==> src/rtl/eight_to_three_bit_enc_pkg.sv <==
// Shared constants and types for the 8-to-3 priority encoder.
package enc_pkg;

  localparam int ENC_IN_W  = 8;
  localparam int ENC_OUT_W = $clog2(ENC_IN_W);

  typedef logic [ENC_OUT_W-1:0] enc_idx_t;

endpackage : enc_pkg

==> src/rtl/eight_to_three_bit_enc_if.sv <==
// Bus between a one-hot/request source and the encoder.
// The onehot_err signal exists only when ONEHOT_CHECK_EN is defined.
interface eight_to_three_bit_enc_if;
  import enc_pkg::*;

  logic [ENC_IN_W-1:0] A;
  enc_idx_t            y;
  logic                v;
`ifdef ONEHOT_CHECK_EN
  logic                onehot_err;
`endif

  // Source side: drives the request vector, observes the encoded result.
  modport master (
    output A,
    input  y,
    input  v
`ifdef ONEHOT_CHECK_EN
    ,
    input  onehot_err
`endif
  );

  // Encoder side: samples the request vector, drives the encoded result.
  modport slave (
    input  A,
    output y,
    output v
`ifdef ONEHOT_CHECK_EN
    ,
    output onehot_err
`endif
  );

endinterface : eight_to_three_bit_enc_if

==> src/rtl/eight_to_three_bit_enc_prio_enc8.sv <==
// Combinational 8-input priority encoder.
// MSB_PRIORITY selects whether the highest or the lowest set bit wins.
// With ONEHOT_CHECK_EN defined, also flags inputs with more than one bit set.
module prio_enc8
  import enc_pkg::*;
#(
  parameter bit MSB_PRIORITY = 1'b1
) (
  input  logic [ENC_IN_W-1:0] a,
  output enc_idx_t            idx,
  output logic                any
`ifdef ONEHOT_CHECK_EN
  ,
  output logic                multi
`endif
);

  // Scan in the direction where the winning bit is visited last, so it overwrites the rest.
  // An all-zero input leaves idx at 0.
  always_comb begin
    idx = '0;
    if (MSB_PRIORITY) begin
      for (int i = 0; i < ENC_IN_W; i++) begin
        if (a[i]) idx = enc_idx_t'(i);
      end
    end else begin
      for (int i = ENC_IN_W - 1; i >= 0; i--) begin
        if (a[i]) idx = enc_idx_t'(i);
      end
    end
  end

  assign any = |a;

`ifdef ONEHOT_CHECK_EN
  // Clearing the lowest set bit leaves something nonzero only if more than one bit was set.
  assign multi = (a & (a - ENC_IN_W'(1))) != '0;
`endif

endmodule : prio_enc8

==> src/rtl/eight_to_three_bit_enc.sv <==
// 8-to-3 binary encoder with valid flag and registered outputs (1-cycle latency).
// Optional feature macro: ONEHOT_CHECK_EN adds the registered onehot_err output.
module eight_to_three_bit_enc
  import enc_pkg::*;
#(
  parameter bit MSB_PRIORITY = 1'b1
) (
  input  logic                     clk,
  input  logic                     rst,
  eight_to_three_bit_enc_if.slave  bus
);

  enc_idx_t y_d, y_q;
  logic     v_d, v_q;
`ifdef ONEHOT_CHECK_EN
  logic     err_d, err_q;
`endif

  prio_enc8 #(
    .MSB_PRIORITY (MSB_PRIORITY)
  ) u_prio_enc8 (
    .a     (bus.A),
    .idx   (y_d),
    .any   (v_d)
`ifdef ONEHOT_CHECK_EN
    ,
    .multi (err_d)
`endif
  );

  // Output register stage; reset wins over whatever A holds that cycle.
  always_ff @(posedge clk) begin
    if (rst) begin
      y_q <= '0;
      v_q <= 1'b0;
`ifdef ONEHOT_CHECK_EN
      err_q <= 1'b0;
`endif
    end else begin
      y_q <= y_d;
      v_q <= v_d;
`ifdef ONEHOT_CHECK_EN
      err_q <= err_d;
`endif
    end
  end

  assign bus.y = y_q;
  assign bus.v = v_q;
`ifdef ONEHOT_CHECK_EN
  assign bus.onehot_err = err_q;
`endif

endmodule : eight_to_three_bit_enc

==> src/flat_wrapper.sv <==
// flat-port wrapper written by rule: the top's interface ports become plain ports
module eight_to_three_bit_enc_flat import enc_pkg::*;
#(
  parameter bit MSB_PRIORITY = 1'b1
)
  (clk, rst, bus_A, bus_y, bus_v);
  eight_to_three_bit_enc_if bus_i ();
  input  logic clk;
  input  logic rst;
  input wire logic [$bits(bus_i.A)-1:0] bus_A;
  output wire logic [$bits(bus_i.y)-1:0] bus_y;
  output wire logic [$bits(bus_i.v)-1:0] bus_v;
  assign bus_i.A = bus_A;
  assign bus_y = bus_i.y;
  assign bus_v = bus_i.v;
  eight_to_three_bit_enc #(.MSB_PRIORITY(MSB_PRIORITY)) u_core (.clk(clk), .rst(rst), .bus(bus_i));
endmodule
==> config.mk <==
export PLATFORM = sky130hd
export DESIGN_NAME = eight_to_three_bit_enc_flat
export DESIGN_NICKNAME = d
export VERILOG_FILES = /design/src/rtl/eight_to_three_bit_enc_pkg.sv /design/src/rtl/eight_to_three_bit_enc_if.sv /design/src/rtl/eight_to_three_bit_enc_prio_enc8.sv /design/src/rtl/eight_to_three_bit_enc.sv /design/src/flat_wrapper.sv
export SDC_FILE = /design/constraint.sdc
export NUM_CORES = 1
export LEC_CHECK = 0
export ABC_AREA = 1
export BUFFER_PORTS_ARGS = -buffer_cell sky130_fd_sc_hd__buf_2
export CAP_MARGIN = 20
export CORE_AREA = 2 2 39 41
export DETAILED_ROUTE_END_ITERATION = 6
export DIE_AREA = 0 0 41 43
export PLACE_DENSITY_LB_ADDON = 0.25
export RECOVER_POWER = 50
export REMOVE_ABC_BUFFERS = 1
export SETUP_SLACK_MARGIN = 0.2
export SLEW_MARGIN = 0
export SYNTH_ARGS = -nofsm -noshare
export SYNTH_HDL_FRONTEND = slang
export SYNTH_SLANG_ARGS = --single-unit
==> constraint.sdc <==
create_clock -name clk -period 0.8 [get_ports clk]
set_input_delay 0.08 -clock clk [delete_from_list [all_inputs] [get_ports clk]]
set_output_delay 0.08 -clock clk [all_outputs]
set_load 0.1 [all_outputs]
==> results of run 1 <==
[sequential cells by signal (all words and copies together), names as in the netlist]
register,count
u_core.bus.v,1
u_core.bus.y,3
[cell usage in the layout, fill, tap and decap left out]
cell      n
a31oi_2   1
buf_12    4
o21ai_0   1
o21bai_1  1
clkbuf_4  3
nor2_1    1
dfxtp_2   4
a31oi_1   1
a21oi_2   1
inv_1     5
nand2_1   5
inv_2     1
buf_2     9
nor4_1    1
[per-stage QoR]
step	std cells	utilization
3_5_place_dp	51	0.2306
4_1_cts	54	0.2505
6_report	54	0.2486
5_1_grt	54	0.2486
2_1_floorplan	22	-
3_3_place_gp	51	0.2306
[report_power, final]
part           internal (W)  switching, W
sequential         0.000218     0.0000103
clock              0.000167     0.0000730
combinational     0.0000811      0.000134
total              0.000466      0.000217
[kinds of logic after synthesis]
group / after synthesis / share of synthesized area
flops: 4 / 0.4605
compound gates: 5 / 0.2302
buf+inv: 6 / 0.1295
simple gates: 7 / 0.1799
[repair_timing]
| item | 4_1_cts | 5_1_grt |
|---|---|---|
| endpoints found under the setup margin | 4 | 4 |
| hold buffers | 0 | 0 |
| gates resized for setup | 4 | 0 |
| cloned | 0 | 0 |
| buffers inserted | 0 | 0 |
[cells in the mapped netlist (all sizes together)]
cell type / count
a21oi: 1
a31oi: 2
dfxtp: 4
inv: 6
nand2: 5
nor2: 1
nor4: 1
o21ai: 1
o21bai: 1
[how the worst max path moves through the flow]
stage	endpoint	depth (start not counted)	start	slack [ns]
6_report	bus_v	1	u_core.bus.v$_SDFF_PP0_	-0.007
5_1_grt	bus_y[0]	1	u_core.bus.y[0]$_SDFF_PP0_	-0.03
4_1_cts	bus_v	1	u_core.bus.v$_SDFF_PP0_	-0.02
3_5_place_dp	u_core.bus.v$_SDFF_PP0_	3	bus_A[1]	0.07
3_3_place_gp	u_core.bus.v$_SDFF_PP0_	3	bus_A[1]	0.08
2_1_floorplan	bus_v	0	u_core.bus.v$_SDFF_PP0_	-0.19
[final cells by class]
cell class	count	area (um^2)	area share
Clock buffer	3	22.52	0.06545
Inverter	6	22.52	0.06545
Multi-Input combinational cell	12	68.82	0.2000
Sequential cell	4	85.08	0.2473
Tap cell	16	20.02	0.05818
Timing Repair Buffer	13	125.1	0.3636
[metal layers]
metal / GRT usage / up-vias
met5: 0 / -
met3: 0.02094 / 0
met1: 0.04808 / 69
met4: 0.08000 / 0
met2: 0.07500 / 12
li1: - / 102
==> summary.txt, run 1 <==
wire per inst -> 6.796 um
Mapped Cells -> 22
worst-path maximum fanout -> 1
Final Hold Fails -> 0
hold_ws -> 0.05195 ns
fin crit period -> 0.8073 ns
status -> finished, violations left
worst path arrival time -> 0.73 ns
first-pass GRT wire length -> 586 um
Setup Slack @ Placement -> 0.06675 ns
Initial Util -> 0.1257
maximum VDD drop -> 0.0004159 V
register area share after synthesis -> 0.4604
layout cells sized above 1 -> 0.6053
Rel. slew slack -> 0.8113
Vias -> 183
crit-path leading delay family -> flip-flops
hold path endpoint -> u_core.bus.y[0]$_SDFF_PP0_
largest net degree at the start of global routing -> 5
met3 routed WL -> 60 um
fin. max-slew vios -> 0
final WL -> 367 um
met1 wire length -> 154 um
RSZ-0062 raised after global routing -> true
Rows -> 14
root buffer cell -> clkbuf_4
vias in the first global route -> 171
Placed Instance Area -> 319.1 um^2
uppermost layer routed -> met3
Detail Route Antenna Nets -> 0
Critical path buffers and inverters -> 1
via-per-instance ratio -> 3.389
Lkg Pwr -> 0.1766 nW
critical hold path startpoint -> rst
aggregate global routing overflow -> 0
met2 routed WL -> 152 um
critical-path cell list -> buf_12
Area contributors post-synth -> dfxtp_1, inv_1, nand2_1, a31oi_2, a21oi_2
Cell variety after synth -> 11
# port buffers -> 13
Setup TNS Final -> -0.02371 ns
Tot GR Track Use -> 0.05517
Die W -> 41 um
Chip Height -> 43 um
# fillers -> 161
core area -> 1384 um^2
mean area per synthesized cell -> 7.905 um^2
sinks on the clock net -> 4
Fmax -> 1239 MHz
Setup Viol. Count Final -> 4
Hold Crit Depth -> 2
crit-path max cell delay -> 0.33 ns
Layout Nets -> 50
HP Class -> in -> reg
CTS tree -> done
initial antenna violation count -> 0
I/O pins -> 14
Worst-Margin Slew -> 0.2804 ns
Worst setup SP type -> flip-flop
total die area -> 1763 um^2
final worst-path cycle share -> 1.009
Cell Area, Synth -> 173.9 um^2
pwr/cell area -> 1986 nW/um^2
H-tree depth -> 1
failing checks -> setup timing
Syn. warnings -> 0
CTS buffer count -> 3
Residual DRC -> 0
Clock Tree Buf Depth -> 2
critical path type -> reg -> out
Synth Register Bits -> 4
Synth-to-Final Area Change -> 97.84%
cell taking the most area after synthesis -> dfxtp_1
Diodes inserted -> 0
worst setup margin -> -0.007278 ns
Crit-path slowest cell -> dfxtp_2
1st-iter DRT viols -> 0
cell area after layout -> 344.1 um^2
max cap viols -> 0
Worst-path clk slew -> 0.03 ns
area share of the largest cell type after synthesis -> 0.4604
first drt pass iteration count -> 1
CP endpoint kind -> primary output
routability-driven placement congestion ratio -> 0.6361
Worst EP required -> 0.72 ns
total chip power -> 0.0006833 W
No activity file was read; power rests on OpenSTA's default activity.
==> run 2, diff against run 1 <==
Settings changed: ABC_AREA 1 to unset.
==> run 2 against run 1 <==
Net effect:
- the flow still finishes with violations (setup timing)
- combinational power hardly changed
- non-clock buffer count stayed put
- flip-flop and latch count stayed put
- worst hold slack better by 0.012 ns
- cell area is 5.5% lower
- critical path type unchanged
==> summary.txt, run 2 <==
Largest register FFs -> 3
Cell Area, Synth -> 156.4 um^2
Layout Nets -> 44
worst path arrival time -> 0.73 ns
cell area after layout -> 325.3 um^2
ys flop type -> dfxtp_1
Setup Slack @ Placement -> 0.09637 ns
final worst-path cycle share -> 1.013
Chip Height -> 43 um
root buffer cell -> clkbuf_4
CTS buffer count -> 3
Worst-Margin Slew -> 0.2198 ns
routability-driven placement congestion ratio -> 0.5968
Hold Crit Depth -> 2
HP Class -> in -> reg
hpwl dp -> 337.9 um
Lkg Pwr -> 0.1459 nW
Vias -> 176
vias in the first global route -> 161
fin crit period -> 0.8104 ns
first-pass GRT wire length -> 614 um
uppermost layer routed -> met3
first drt pass iteration count -> 1
CTS tree -> done
aggregate global routing overflow -> 0
# fillers -> 149
critical-path cell list -> buf_12
status -> finished, violations left
1st-iter DRT viols -> 0
most frequent cell after synthesis -> dfxtp_1
post-placement cell count -> 45
failing checks -> setup timing
I/O pins -> 14
Post-synth top cells -> dfxtp_1, a21oi_1
largest net degree at the start of global routing -> 6
# port buffers -> 13
Worst EP required -> 0.72 ns
Rel. slew slack -> 0.8519
Placed Instance Area -> 301.5 um^2
Crit-path slowest cell -> dfxtp_2
Syn. warnings -> 0
Clock Tree Buf Depth -> 2
met3 routed WL -> 64 um
worst-path maximum fanout -> 1
critical path type -> reg -> out
Residual DRC -> 0
crit-path max cell delay -> 0.33 ns
fraction of registers with async set/reset -> 0
Rows -> 14
via-per-instance ratio -> 3.667
EDFF count, synth -> 0
commonest non-fill, non-tap cells in the layout -> buf_2, buf_12, dfxtp_2, a21oi_1, clkbuf_4
mean area per synthesized cell -> 9.775 um^2
Final Hold Fails -> 0
Synth Register Bits -> 4
fin. max-slew vios -> 0
Synth-to-Final Area Change -> 108.0%
H-tree depth -> 1
Initial Util -> 0.1130
pwr/cell area -> 2101 nW/um^2
Worst-path clk slew -> 0.04 ns
Mapped Cells -> 16
maximum VDD drop -> 0.0004473 V
cell taking the most area after synthesis -> dfxtp_1
total chip power -> 0.0006836 W
Cell variety after synth -> 11
core area -> 1384 um^2
area share of the largest cell type after synthesis -> 0.5120
layout cells sized above 1 -> 0.6250
RSZ-0062 raised after global routing -> true
Detail Route Antenna Nets -> 0
Core Util, Final -> 0.2351
post-cts hold buffer count -> 0
sinks on the clock net -> 4
met2 routed WL -> 174 um
Finished Layout Cells -> 48
total die area -> 1763 um^2
register area share after synthesis -> 0.5120
critical hold path startpoint -> bus_A[4]
met1 wire length -> 159 um
Fmax -> 1234 MHz
max cap viols -> 0
Setup Viol. Count Final -> 4
Die W -> 41 um
CP endpoint kind -> primary output
Area contributors post-synth -> dfxtp_1, o41ai_2, a21oi_1, o21bai_1, a31oi_1
most common cell after layout, fill and taps aside -> buf_2
initial antenna violation count -> 0
worst setup margin -> -0.01044 ns
wire per inst -> 8.271 um
Tot GR Track Use -> 0.05823
Worst setup SP type -> flip-flop
Diodes inserted -> 0
final WL -> 397 um
hold path endpoint -> u_core.bus.y[0]$_SDFF_PP0_
Critical path buffers and inverters -> 1
crit-path leading delay family -> flip-flops
[run 2: cell types whose count changed after synthesis, sizes merged]
cell and change:
inv -5, nand2 -5, a21oi +2, nor2 +1, o41ai +1, nor2b +1, a31oi -1
[run 2: final cells by class]
class,instances,area (um^2),area share
clock buffer,3,22.52,0.06923
inverter,1,3.754,0.01154
timing repair buffer,13,123.9,0.3808
sequential,4,85.08,0.2615
multi-input combinational,11,70.07,0.2154
tap,16,20.02,0.06154
[run 2: per-stage QoR]
| stage | hold slack, ns | setup TNS [ns] |
|---|---|---|
| after detailed placement | 0.3162 | 0 |
| final | 0.06375 | -0.03485 |
| after CTS | 0.06571 | -0.09158 |
| after global routing | 0.07390 | -0.1495 |
| after floorplan | 0.1491 | -0.7559 |
| after global placement | 0.3132 | 0 |
[run 2: cell families after synthesis]
family	Yosys count	share of synthesized area
AOI/OAI and AO/OA	7	0.3200
buffers and inverters	1	0.02398
DFF	4	0.5120
and+or+nand+nor	4	0.1441
[run 2: how the worst max path moves through the flow]
stage / slack, ns / from / end / depth (start not counted)
2_1_floorplan: -0.19 / u_core.bus.v$_SDFF_PP0_ / bus_v / 0
3_3_place_gp: 0.12 / bus_A[1] / u_core.bus.v$_SDFF_PP0_ / 3
3_5_place_dp: 0.1 / bus_A[1] / u_core.bus.v$_SDFF_PP0_ / 3
4_1_cts: -0.02 / u_core.bus.y[2]$_SDFF_PP0_ / bus_y[2] / 1
5_1_grt: -0.05 / u_core.bus.y[0]$_SDFF_PP0_ / bus_y[0] / 1
6_report: -0.01 / u_core.bus.y[0]$_SDFF_PP0_ / bus_y[0] / 1
[run 2: report_power, final]
part | internal (W) | total, W | switching (W)
logic | 0.0000794 | 0.000212 | 0.000133
clock network | 0.000167 | 0.000243 | 0.0000757
registers | 0.000218 | 0.000228 | 0.0000106
total | 0.000464 | 0.000684 | 0.000219
[run 2: routing by layer]
layer | vias up | track usage
met5 | - | 0
met2 | 14 | 0.06563
met3 | 0 | 0.01571
met4 | 0 | 0.08000
met1 | 68 | 0.07074
li1 | 94 | -
[run 2: repair_timing]
| action | in CTS | in global routing |
|---|---|---|
| buffers inserted | 0 | 0 |
| endpoints found under the setup margin | 4 | 4 |
| gates resized for setup | 4 | 0 |
| pin swaps | 0 | 0 |
